[src/rtl/img2col_pkg.sv]
// img2col_pkg
// Shared definitions for the img2col row-fetch path and its mapping control:
// default geometry of the image and line buffer, the width of the mapping
// fields, and the fetch FSM state encoding.
package img2col_pkg;

    localparam int DEF_DATA_W  = 8;
    localparam int DEF_KSIZE   = 3;
    localparam int DEF_IMG_W   = 32;
    localparam int DEF_IMG_H   = 32;
    localparam int DEF_MEM_AW  = 12;
    localparam int MAP_FIELD_W = 6;

    typedef enum logic [1:0] {
        IDLE,
        READ,
        DRAIN,
        HOLD
    } fetch_state_t;

    // Width of a counter that indexes n slots (never zero, so KSIZE=1 still works).
    function automatic int cnt_width(input int n);
        return (n <= 1) ? 1 : $clog2(n);
    endfunction

endpackage

[src/rtl/img2col_win_reg.sv]
// img2col_win_reg
// KSIZE-slot window capture register. Each slot has its own write enable;
// when pad is set the written slot is loaded with zero instead of wr_data.
//
// Ports:
//   clk       rising-edge clock
//   rst       synchronous active-high reset, clears every slot
//   wr_en     one-hot (or zero) slot write enable
//   pad       write zero instead of wr_data
//   wr_data   pixel to store
//   win_data  all slots, slot k at bits [k*DATA_W +: DATA_W]
module img2col_win_reg
    import img2col_pkg::*;
#(
    parameter int DATA_W = DEF_DATA_W,
    parameter int KSIZE  = DEF_KSIZE
) (
    input  logic                      clk,
    input  logic                      rst,
    input  logic [KSIZE-1:0]          wr_en,
    input  logic                      pad,
    input  logic [DATA_W-1:0]         wr_data,
    output logic [KSIZE*DATA_W-1:0]   win_data
);

    // Slot storage; only the enabled slot changes on a given edge.
    always_ff @(posedge clk) begin
        if (rst) begin
            win_data <= '0;
        end else begin
            for (int i = 0; i < KSIZE; i++) begin
                if (wr_en[i]) begin
                    win_data[i*DATA_W +: DATA_W] <= pad ? '0 : wr_data;
                end
            end
        end
    end

endmodule

[src/rtl/img2col_row_fetch.sv]
// img2col_row_fetch
// Fetches one KSIZE-pixel window from a row of the line buffer for a PU.
// A mapping request (row, start column, PU, round) is latched in IDLE, the
// KSIZE pixels are read one per cycle, out-of-image pixels are zero padded
// without touching memory, and the finished window is held until the PU
// loader takes it.
//
// Ports:
//   clk, rst                 clock and synchronous active-high reset
//   map_valid / map_ready    mapping request handshake
//   map_round, map_pu1_add,  request fields, sampled only on acceptance
//   map_pu_no, map_row_no
//   mem_rd_en, mem_rd_addr   line-buffer read port
//   mem_rd_data              read data, valid one cycle after mem_rd_en
//   win_valid / win_ready    window handshake towards the PU loader
//   win_data                 window, element k at bits [k*DATA_W +: DATA_W]
//   win_pu, win_row,         fields of the request that produced the window
//   win_round
module img2col_row_fetch
    import img2col_pkg::*;
#(
    parameter int DATA_W = DEF_DATA_W,
    parameter int KSIZE  = DEF_KSIZE,
    parameter int IMG_W  = DEF_IMG_W,
    parameter int IMG_H  = DEF_IMG_H,
    parameter int MEM_AW = DEF_MEM_AW
) (
    input  logic                     clk,
    input  logic                     rst,
    input  logic                     map_valid,
    output logic                     map_ready,
    input  logic [5:0]               map_round,
    input  logic [5:0]               map_pu1_add,
    input  logic [5:0]               map_pu_no,
    input  logic [5:0]               map_row_no,
    output logic                     mem_rd_en,
    output logic [MEM_AW-1:0]        mem_rd_addr,
    input  logic [DATA_W-1:0]        mem_rd_data,
    output logic                     win_valid,
    input  logic                     win_ready,
    output logic [KSIZE*DATA_W-1:0]  win_data,
    output logic [5:0]               win_pu,
    output logic [5:0]               win_row,
    output logic [5:0]               win_round
);

    localparam int K_W = cnt_width(KSIZE);
    localparam logic [K_W-1:0] K_LAST = K_W'(KSIZE - 1);

    fetch_state_t state, state_next;

    logic [5:0]        pu1_q;
    logic [K_W-1:0]    k;
    logic              issue_pad;
    logic [MEM_AW-1:0] issue_addr;

    // Issue-to-capture pipeline: describes the element whose data is on
    // mem_rd_data this cycle.
    logic              cap_valid;
    logic [K_W-1:0]    cap_slot;
    logic              cap_pad;
    logic [KSIZE-1:0]  slot_wr_en;

    // Column past the row end or row past the image bottom means padding.
    always_comb begin
        issue_pad  = ((int'(pu1_q) + int'(k)) >= IMG_W) || (int'(win_row) >= IMG_H);
        issue_addr = MEM_AW'(win_row) * MEM_AW'(IMG_W) + MEM_AW'(pu1_q) + MEM_AW'(k);
    end

    // State register.
    always_ff @(posedge clk) begin
        if (rst) begin
            state <= IDLE;
        end else begin
            state <= state_next;
        end
    end

    // Next state and handshake / memory strobes; memory is only touched in
    // READ for in-image elements.
    always_comb begin
        state_next  = state;
        map_ready   = 1'b0;
        win_valid   = 1'b0;
        mem_rd_en   = 1'b0;
        mem_rd_addr = '0;
        case (state)
            IDLE: begin
                map_ready = 1'b1;
                if (map_valid) begin
                    state_next = READ;
                end
            end
            READ: begin
                if (!issue_pad) begin
                    mem_rd_en   = 1'b1;
                    mem_rd_addr = issue_addr;
                end
                if (k == K_LAST) begin
                    state_next = DRAIN;
                end
            end
            DRAIN: begin
                state_next = HOLD;
            end
            HOLD: begin
                win_valid = 1'b1;
                if (win_ready) begin
                    state_next = IDLE;
                end
            end
            default: begin
                state_next = IDLE;
            end
        endcase
    end

    // Request fields are latched only on acceptance so they stay stable
    // through READ and HOLD regardless of what mapping control does next.
    always_ff @(posedge clk) begin
        if (rst) begin
            pu1_q     <= '0;
            win_pu    <= '0;
            win_row   <= '0;
            win_round <= '0;
        end else if (state == IDLE && map_valid) begin
            pu1_q     <= map_pu1_add;
            win_pu    <= map_pu_no;
            win_row   <= map_row_no;
            win_round <= map_round;
        end
    end

    // Element counter: held at zero while idle, advances once per READ cycle.
    always_ff @(posedge clk) begin
        if (rst) begin
            k <= '0;
        end else if (state == IDLE) begin
            k <= '0;
        end else if (state == READ) begin
            k <= k + 1'b1;
        end
    end

    // Delay the issue information by one cycle to line it up with the
    // read data; a reset drops any element still in flight.
    always_ff @(posedge clk) begin
        if (rst) begin
            cap_valid <= 1'b0;
            cap_slot  <= '0;
            cap_pad   <= 1'b0;
        end else begin
            cap_valid <= (state == READ);
            cap_slot  <= k;
            cap_pad   <= issue_pad;
        end
    end

    always_comb begin
        slot_wr_en = '0;
        for (int i = 0; i < KSIZE; i++) begin
            slot_wr_en[i] = cap_valid && (cap_slot == K_W'(i));
        end
    end

    img2col_win_reg #(
        .DATA_W (DATA_W),
        .KSIZE  (KSIZE)
    ) u_win_reg (
        .clk      (clk),
        .rst      (rst),
        .wr_en    (slot_wr_en),
        .pad      (cap_pad),
        .wr_data  (mem_rd_data),
        .win_data (win_data)
    );

endmodule

[config.mk]
export PLATFORM = sky130hd
export DESIGN_NAME = img2col_row_fetch
export DESIGN_NICKNAME = d
export VERILOG_FILES = /design/src/rtl/img2col_pkg.sv /design/src/rtl/img2col_win_reg.sv /design/src/rtl/img2col_row_fetch.sv
export SDC_FILE = /design/constraint.sdc
export NUM_CORES = 1
export LEC_CHECK = 0
export BUFFER_PORTS_ARGS = -buffer_cell sky130_fd_sc_hd__buf_2
export CORE_UTILIZATION = 30
export DETAILED_ROUTE_END_ITERATION = 16
export PLACE_DENSITY_LB_ADDON = 0.08
export SETUP_SLACK_MARGIN = 0.02
export SYNTH_ARGS = -nofsm -noshare
export SYNTH_HDL_FRONTEND = slang
export SYNTH_HIERARCHICAL = 1
export SYNTH_SLANG_ARGS = --single-unit
[constraint.sdc]
create_clock -name clk -period 5.08 [get_ports clk]
set_input_delay 1.27 -clock clk [delete_from_list [all_inputs] [get_ports clk]]
set_output_delay 1.27 -clock clk [all_outputs]
set_load 0.02 [all_outputs]
# After elaboration in Yosys (flattened, before gate mapping)
# Cells that the tools add are included.
# totals
register_bits,56
# op_classes
order_cmp,2
n_mux,11
eq_ne,9
reduce_logical,9
n_addsub,4
# op_table
op,n
$mux W12,2
$add A11 B6 Y12,1
$add A12 B2 Y12,1
$eq A2 B2 Y1 const B,4
$mux W8,1
$pmux W2 S4,1
$add A6 B2 Y7,1
$ge A7 B6 Y1 const B,1
$ge A6 B6 Y1 const B,1
$mux W2,3
$ne A2 B2 Y1 const B,3
$eq A2 B1 Y1 const B,2
$logic_and A1 B1 Y1,4
$logic_not A2 Y1,2
$mux W1,4
$reduce_and A3 Y1,1
$add A2 B1 Y2 const B,1
$reduce_or A2 Y1,1
$logic_or A1 B1 Y1,1

# Logic depth before layout (Yosys ltp)
# depth
depth_word,5
ltp_mapped,8
depth_no_buf,7

# Cells and area by module
# Netlist, hierarchy kept.
# by_module_without_submodules
mod,instances,seq_area_each_um2,area_each_um2,cells_per_inst
img2col_row_fetch,1,640.6,1531.5,196
img2col_win_reg,1,480.5,925.9,89

# Worst setup path after synthesis
# No wires, ideal clock.
# synth_timing
kind,register to output
from,register k[0]
to,output mem_rd_addr[8]
t_required_ns,3.810
t_arrival_ns,1.929
path_stages_with_launch,8
slack_ns,1.881
n_path_buf,0
cell_sequence,dfxtp_1 -> ha_1 -> inv_1 -> fa_1 -> inv_1 -> a31oi_4 -> or3_1 -> a21oi_1
# synth_via
elab_chain_len,5
elab_cells_between_ends,6
cone_classes,add/sub: 2; order compare: 1; mux: 2; reduce/logical: 1
# synth_lines
element,line_no,source
start: declaration,img2col_row_fetch.sv:53,logic [K_W-1:0] k;
start signal: assignment,img2col_row_fetch.sv:141,k <= k + 1'b1;
$add A6 B2 Y7,img2col_row_fetch.sv:66,issue_pad = ((int'(pu1_q) + int'(k)) >= IMG_W) || (int'(win_row) >= IMG_H);
$ge A7 B6 Y1,img2col_row_fetch.sv:66,
$logic_or A1 B1 Y1,img2col_row_fetch.sv:66,
$mux W12 (*),img2col_row_fetch.sv:95,if (!issue_pad) begin
$mux W12 (*),img2col_row_fetch.sv:87,case (state)
end: declaration,img2col_row_fetch.sv:37,"output logic [MEM_AW-1:0] mem_rd_addr,"
# Every way passes the cells marked *; elsewhere a longest branch is shown, timed or not.

# Final worst setup path
# layout_timing
from,register k[0]
to,output mem_rd_addr[10]
# Same word-level chain as after synthesis.

==> impl_metrics.sql <==
INSERT INTO impl_metrics (metric_group, metric, value, unit) VALUES
('global_routing', 'grt_use_met2', '22.3', '%'),
('drt', 'drc', '0', ''),
('synthesis', 'postSynthRegisterBits', '56', ''),
('sta', 'fin_tns_setup', '0', 'ns'),
('power_and_ir_drop', 'clkPwrFrac', '23.1', '%'),
('power_and_ir_drop', 'fin_total_pwr', '1.28', 'mW'),
('global_routing', 'grt_total_usage', '14.3', '%'),
('synthesis', 'syn-mean-instance-area', '8.62', 'um2'),
('synthesis', 'synth_fp_nets', '330', ''),
('final_layout', 'mostFrequentLayoutCell', 'sky130_fd_sc_hd__buf_2', ''),
('placement', 'routability_driven_placement_congestion_ratio', '0.686', ''),
('setup_path', 'setup.worst_path.class', 'register to primary output', ''),
('power_and_ir_drop', 'power_density', '417', 'nW/um2'),
('status', 'outcome', 'finished clean', ''),
('setup_path', 'worst_ep_required_time', '3.81', 'ns'),
('setup_path', 'cell_chain_of_the_critical_path', 'ha_1 > inv_1 > fa_1 > nand2_1 > nor3_1 > o21ai_1 > nor4_1 > buf_2', ''),
('floorplanning', 'placeableCoreArea', '7810', 'um2'),
('final_layout', 'multiInputGateArea', '1190', 'um2'),
('final_layout', 'most-common-layout-cells', 'sky130_fd_sc_hd__buf_2, sky130_fd_sc_hd__dfxtp_1, sky130_fd_sc_hd__nand2_1', ''),
('floorplanning', 'die_h', '92.5', 'um'),
('min_path', 'min_path_type', 'register to register', ''),
('global_routing', 'grt_util_met1', '19.9', '%'),
('synthesis', 'gate_count_after_technology_mapping', '285', ''),
('synthesis', 'synthFlopType', 'sky130_fd_sc_hd__dfxtp_1', ''),
('power_and_ir_drop', 'power.internal', '0.801', 'mW'),
('sta', 'grt_setup_unrepaired', 'no', ''),
('synthesis', 'yosysWarningCount', '6', ''),
('setup_path', 'critical_path.max_fanout', '12', ''),
('clocking', 'cts_setup_buffers', '0', ''),
('drt', 'wl_per_cell', '12.7', 'um'),
('clocking', 'cts_hold_repair.buffers', '0', ''),
('setup_path', 'startpoint_type', 'register', ''),
('power_and_ir_drop', 'power.share.switching', '37.3', '%'),
('global_routing', 'grt.busiest_layer', 'met2', ''),
('synthesis', 'post_synth_num_cell_types', '38', ''),
('global_routing', 'grt_first_pass_wirelength', '9.77', 'mm'),
('sta', 'relSlewSlack', '32.7', '%'),
('setup_path', 'worst_path_dominant_cell_family', 'compound AO/OA/AOI/OAI gates', ''),
('drt', 'number_of_violations_reported_at_the_end_of_detailed_routing_iteration_0', '103', ''),
('synthesis', 'synth_edf_count', '0', ''),
('clocking', 'clock_tree.buffer_depth', '2', ''),
('power_and_ir_drop', 'combPwrFrac', '33.6', '%'),
('sta', 'finClkSkew', '0.0103', 'ns'),
('global_routing', 'grt_pass1_vias', '1992', ''),
('drt', 'dr_total_vias', '2153', ''),
('synthesis', 'asr_flop_ratio_synth', '0', '%'),
('sta', 'finalHoldViolations', '0', ''),
('final_layout', 'nNetsFinal', '413', ''),
('final_layout', 'register_area', '1120', 'um2'),
('sta', 'finalWorstPathRequiredPeriod', '3.90', 'ns'),
('final_layout', 'fillerInstances', '852', ''),
('clocking', 'clock-sinks', '56', ''),
('synthesis', 'synth-seq-area-share', '45.6', '%'),
('drt', 'post_drt_via_cell_ratio', '4.57', ''),
('floorplanning', 'die-area', '8560', 'um2'),
('setup_path', 'worstPathArrival', '2.63', 'ns'),
('floorplanning', 'chipWidth', '92.5', 'um'),
('power_and_ir_drop', 'sequential_cell_fraction_of_total_power', '43.4', '%'),
('clocking', 'cts.reportedPaths.clkPinSlew', '0.10', 'ns'),
('global_routing', 'grt.overflow.total', '0', ''),
('setup_path', 'rrSetupSlack', '3.17', 'ns'),
('sta', 'worst_pin_slew', '1.01', 'ns'),
('sta', 'final_max_slew_viol_count', '0', ''),
('clocking', 'cts-resized-gates', '0', ''),
('placement', 'place.port_buffers', '91', ''),
('clocking', 'ctsHtreeMaxLevel', '2', ''),
('global_routing', 'grt_start_max_net_pins', '33', ''),
('run', 'max_cap_violations', '0', ''),
('clocking', 'cts_tree', 'done', ''),
('power_and_ir_drop', 'worst_ir_drop_vdd', '0.000210', 'V'),
('clocking', 'cts-buffers-inserted', '5', '');
worst register-to-register path: cells and delay by family, from the launching register on:
| family | cells | cell delay, ns |
|---|---|---|
| AO/OA/AOI/OAI | 1 | 0.26 |
| AND/OR/NAND/NOR | 2 | 1.24 |
| flip-flops | 1 | 0.34 |
final timing paths:
| check | from | endpoint | cells after the start |
|---|---|---|---|
| max | k[0]$_SDFFE_PP0P_ | mem_rd_addr[10] | 8 |
| min | win_pu[5]$_SDFFE_PP0P_ | win_pu[5]$_SDFFE_PP0P_ | 2 |
| min reg2reg | win_pu[5]$_SDFFE_PP0P_ | win_pu[5]$_SDFFE_PP0P_ | 2 |
| max reg2reg | cap_valid$_SDFF_PP0_ | u_win_reg/win_data[6]$_SDFFE_PP0P_ | 3 |
state kept, by name (all words and copies together), names as in the netlist:
signal,cells
win_row,6
k,2
cap_pad,1
pu1_q,6
cap_valid,1
cap_slot,2
win_round,6
win_pu,6
state,2
u_win_reg/win_data,24
logic make-up after synthesis:
| family | after synthesis | share of synthesized area (%) |
|---|---|---|
| buf+inv | 29 | 6.06 |
| compound gates | 61 | 15.6 |
| fa+ha+maj | 9 | 4.89 |
| flops | 56 | 45.6 |
| simple gates | 120 | 24.4 |
| other cells | 1 | 0.153 |
| mux | 1 | 0.407 |
| xor+xnor | 8 | 2.85 |
final cells by class:
cell class	count	share of cell area (%)
clock buffer	5	2.25
clock inverter	3	1.39
inverter	13	1.60
multi-input combinational	200	38.8
sequential	56	36.6
tap	102	4.17
timing repair buffer	92	15.1
power groups by stage:
stage	Sequential, mW	Combinational (mW)	Clock [mW]
after floorplan	0.600	0.272	0
after global placement	0.564	0.436	0
after detailed placement	0.565	0.437	0
after CTS	0.555	0.438	0.304
after global routing	0.563	0.481	0.328
final	0.554	0.429	0.295
synth_stat cells (2+ instances only):
cell type	n	area [um2]
sky130_fd_sc_hd__ha_1	8	100
sky130_fd_sc_hd__and3b_1	2	17.5
sky130_fd_sc_hd__nor2b_1	2	12.5
sky130_fd_sc_hd__inv_1	13	48.8
sky130_fd_sc_hd__nor2_1	17	63.8
sky130_fd_sc_hd__nand2_1	52	195
sky130_fd_sc_hd__clkbuf_1	6	22.5
sky130_fd_sc_hd__a211oi_1	2	15.0
sky130_fd_sc_hd__nor3_1	3	15.0
sky130_fd_sc_hd__xor2_1	3	26.3
sky130_fd_sc_hd__buf_6	4	45.0
sky130_fd_sc_hd__nand3_1	2	10.0
sky130_fd_sc_hd__a21oi_1	27	135
sky130_fd_sc_hd__o22ai_1	23	144
sky130_fd_sc_hd__nand2b_1	33	206
sky130_fd_sc_hd__dfxtp_1	56	1120
sky130_fd_sc_hd__xnor2_1	5	43.8
sky130_fd_sc_hd__nand2b_4	2	27.5
sky130_fd_sc_hd__buf_2	5	25.0
sky130_fd_sc_hd__nor3b_1	2	15.0
per-stage QoR:
stage	cells	cell area, um2	worst slack [ns]	utilization (%)
CTS	471	3060	1.14	39.2
finish	471	3060	1.18	39.2
detailed placement	463	2950	1.51	37.8
global route	471	3060	0.933	39.2
global placement	463	2950	1.64	37.8
floorplan	285	2460	1.88	-
routing by layer:
metal  part of all wire (%)  wire [um]
met4                   0.78         47
met2                     44       2630
met1                     50       2990
met3                    5.5        332
met5                      0          0
(Power assumes the default switching activity.)
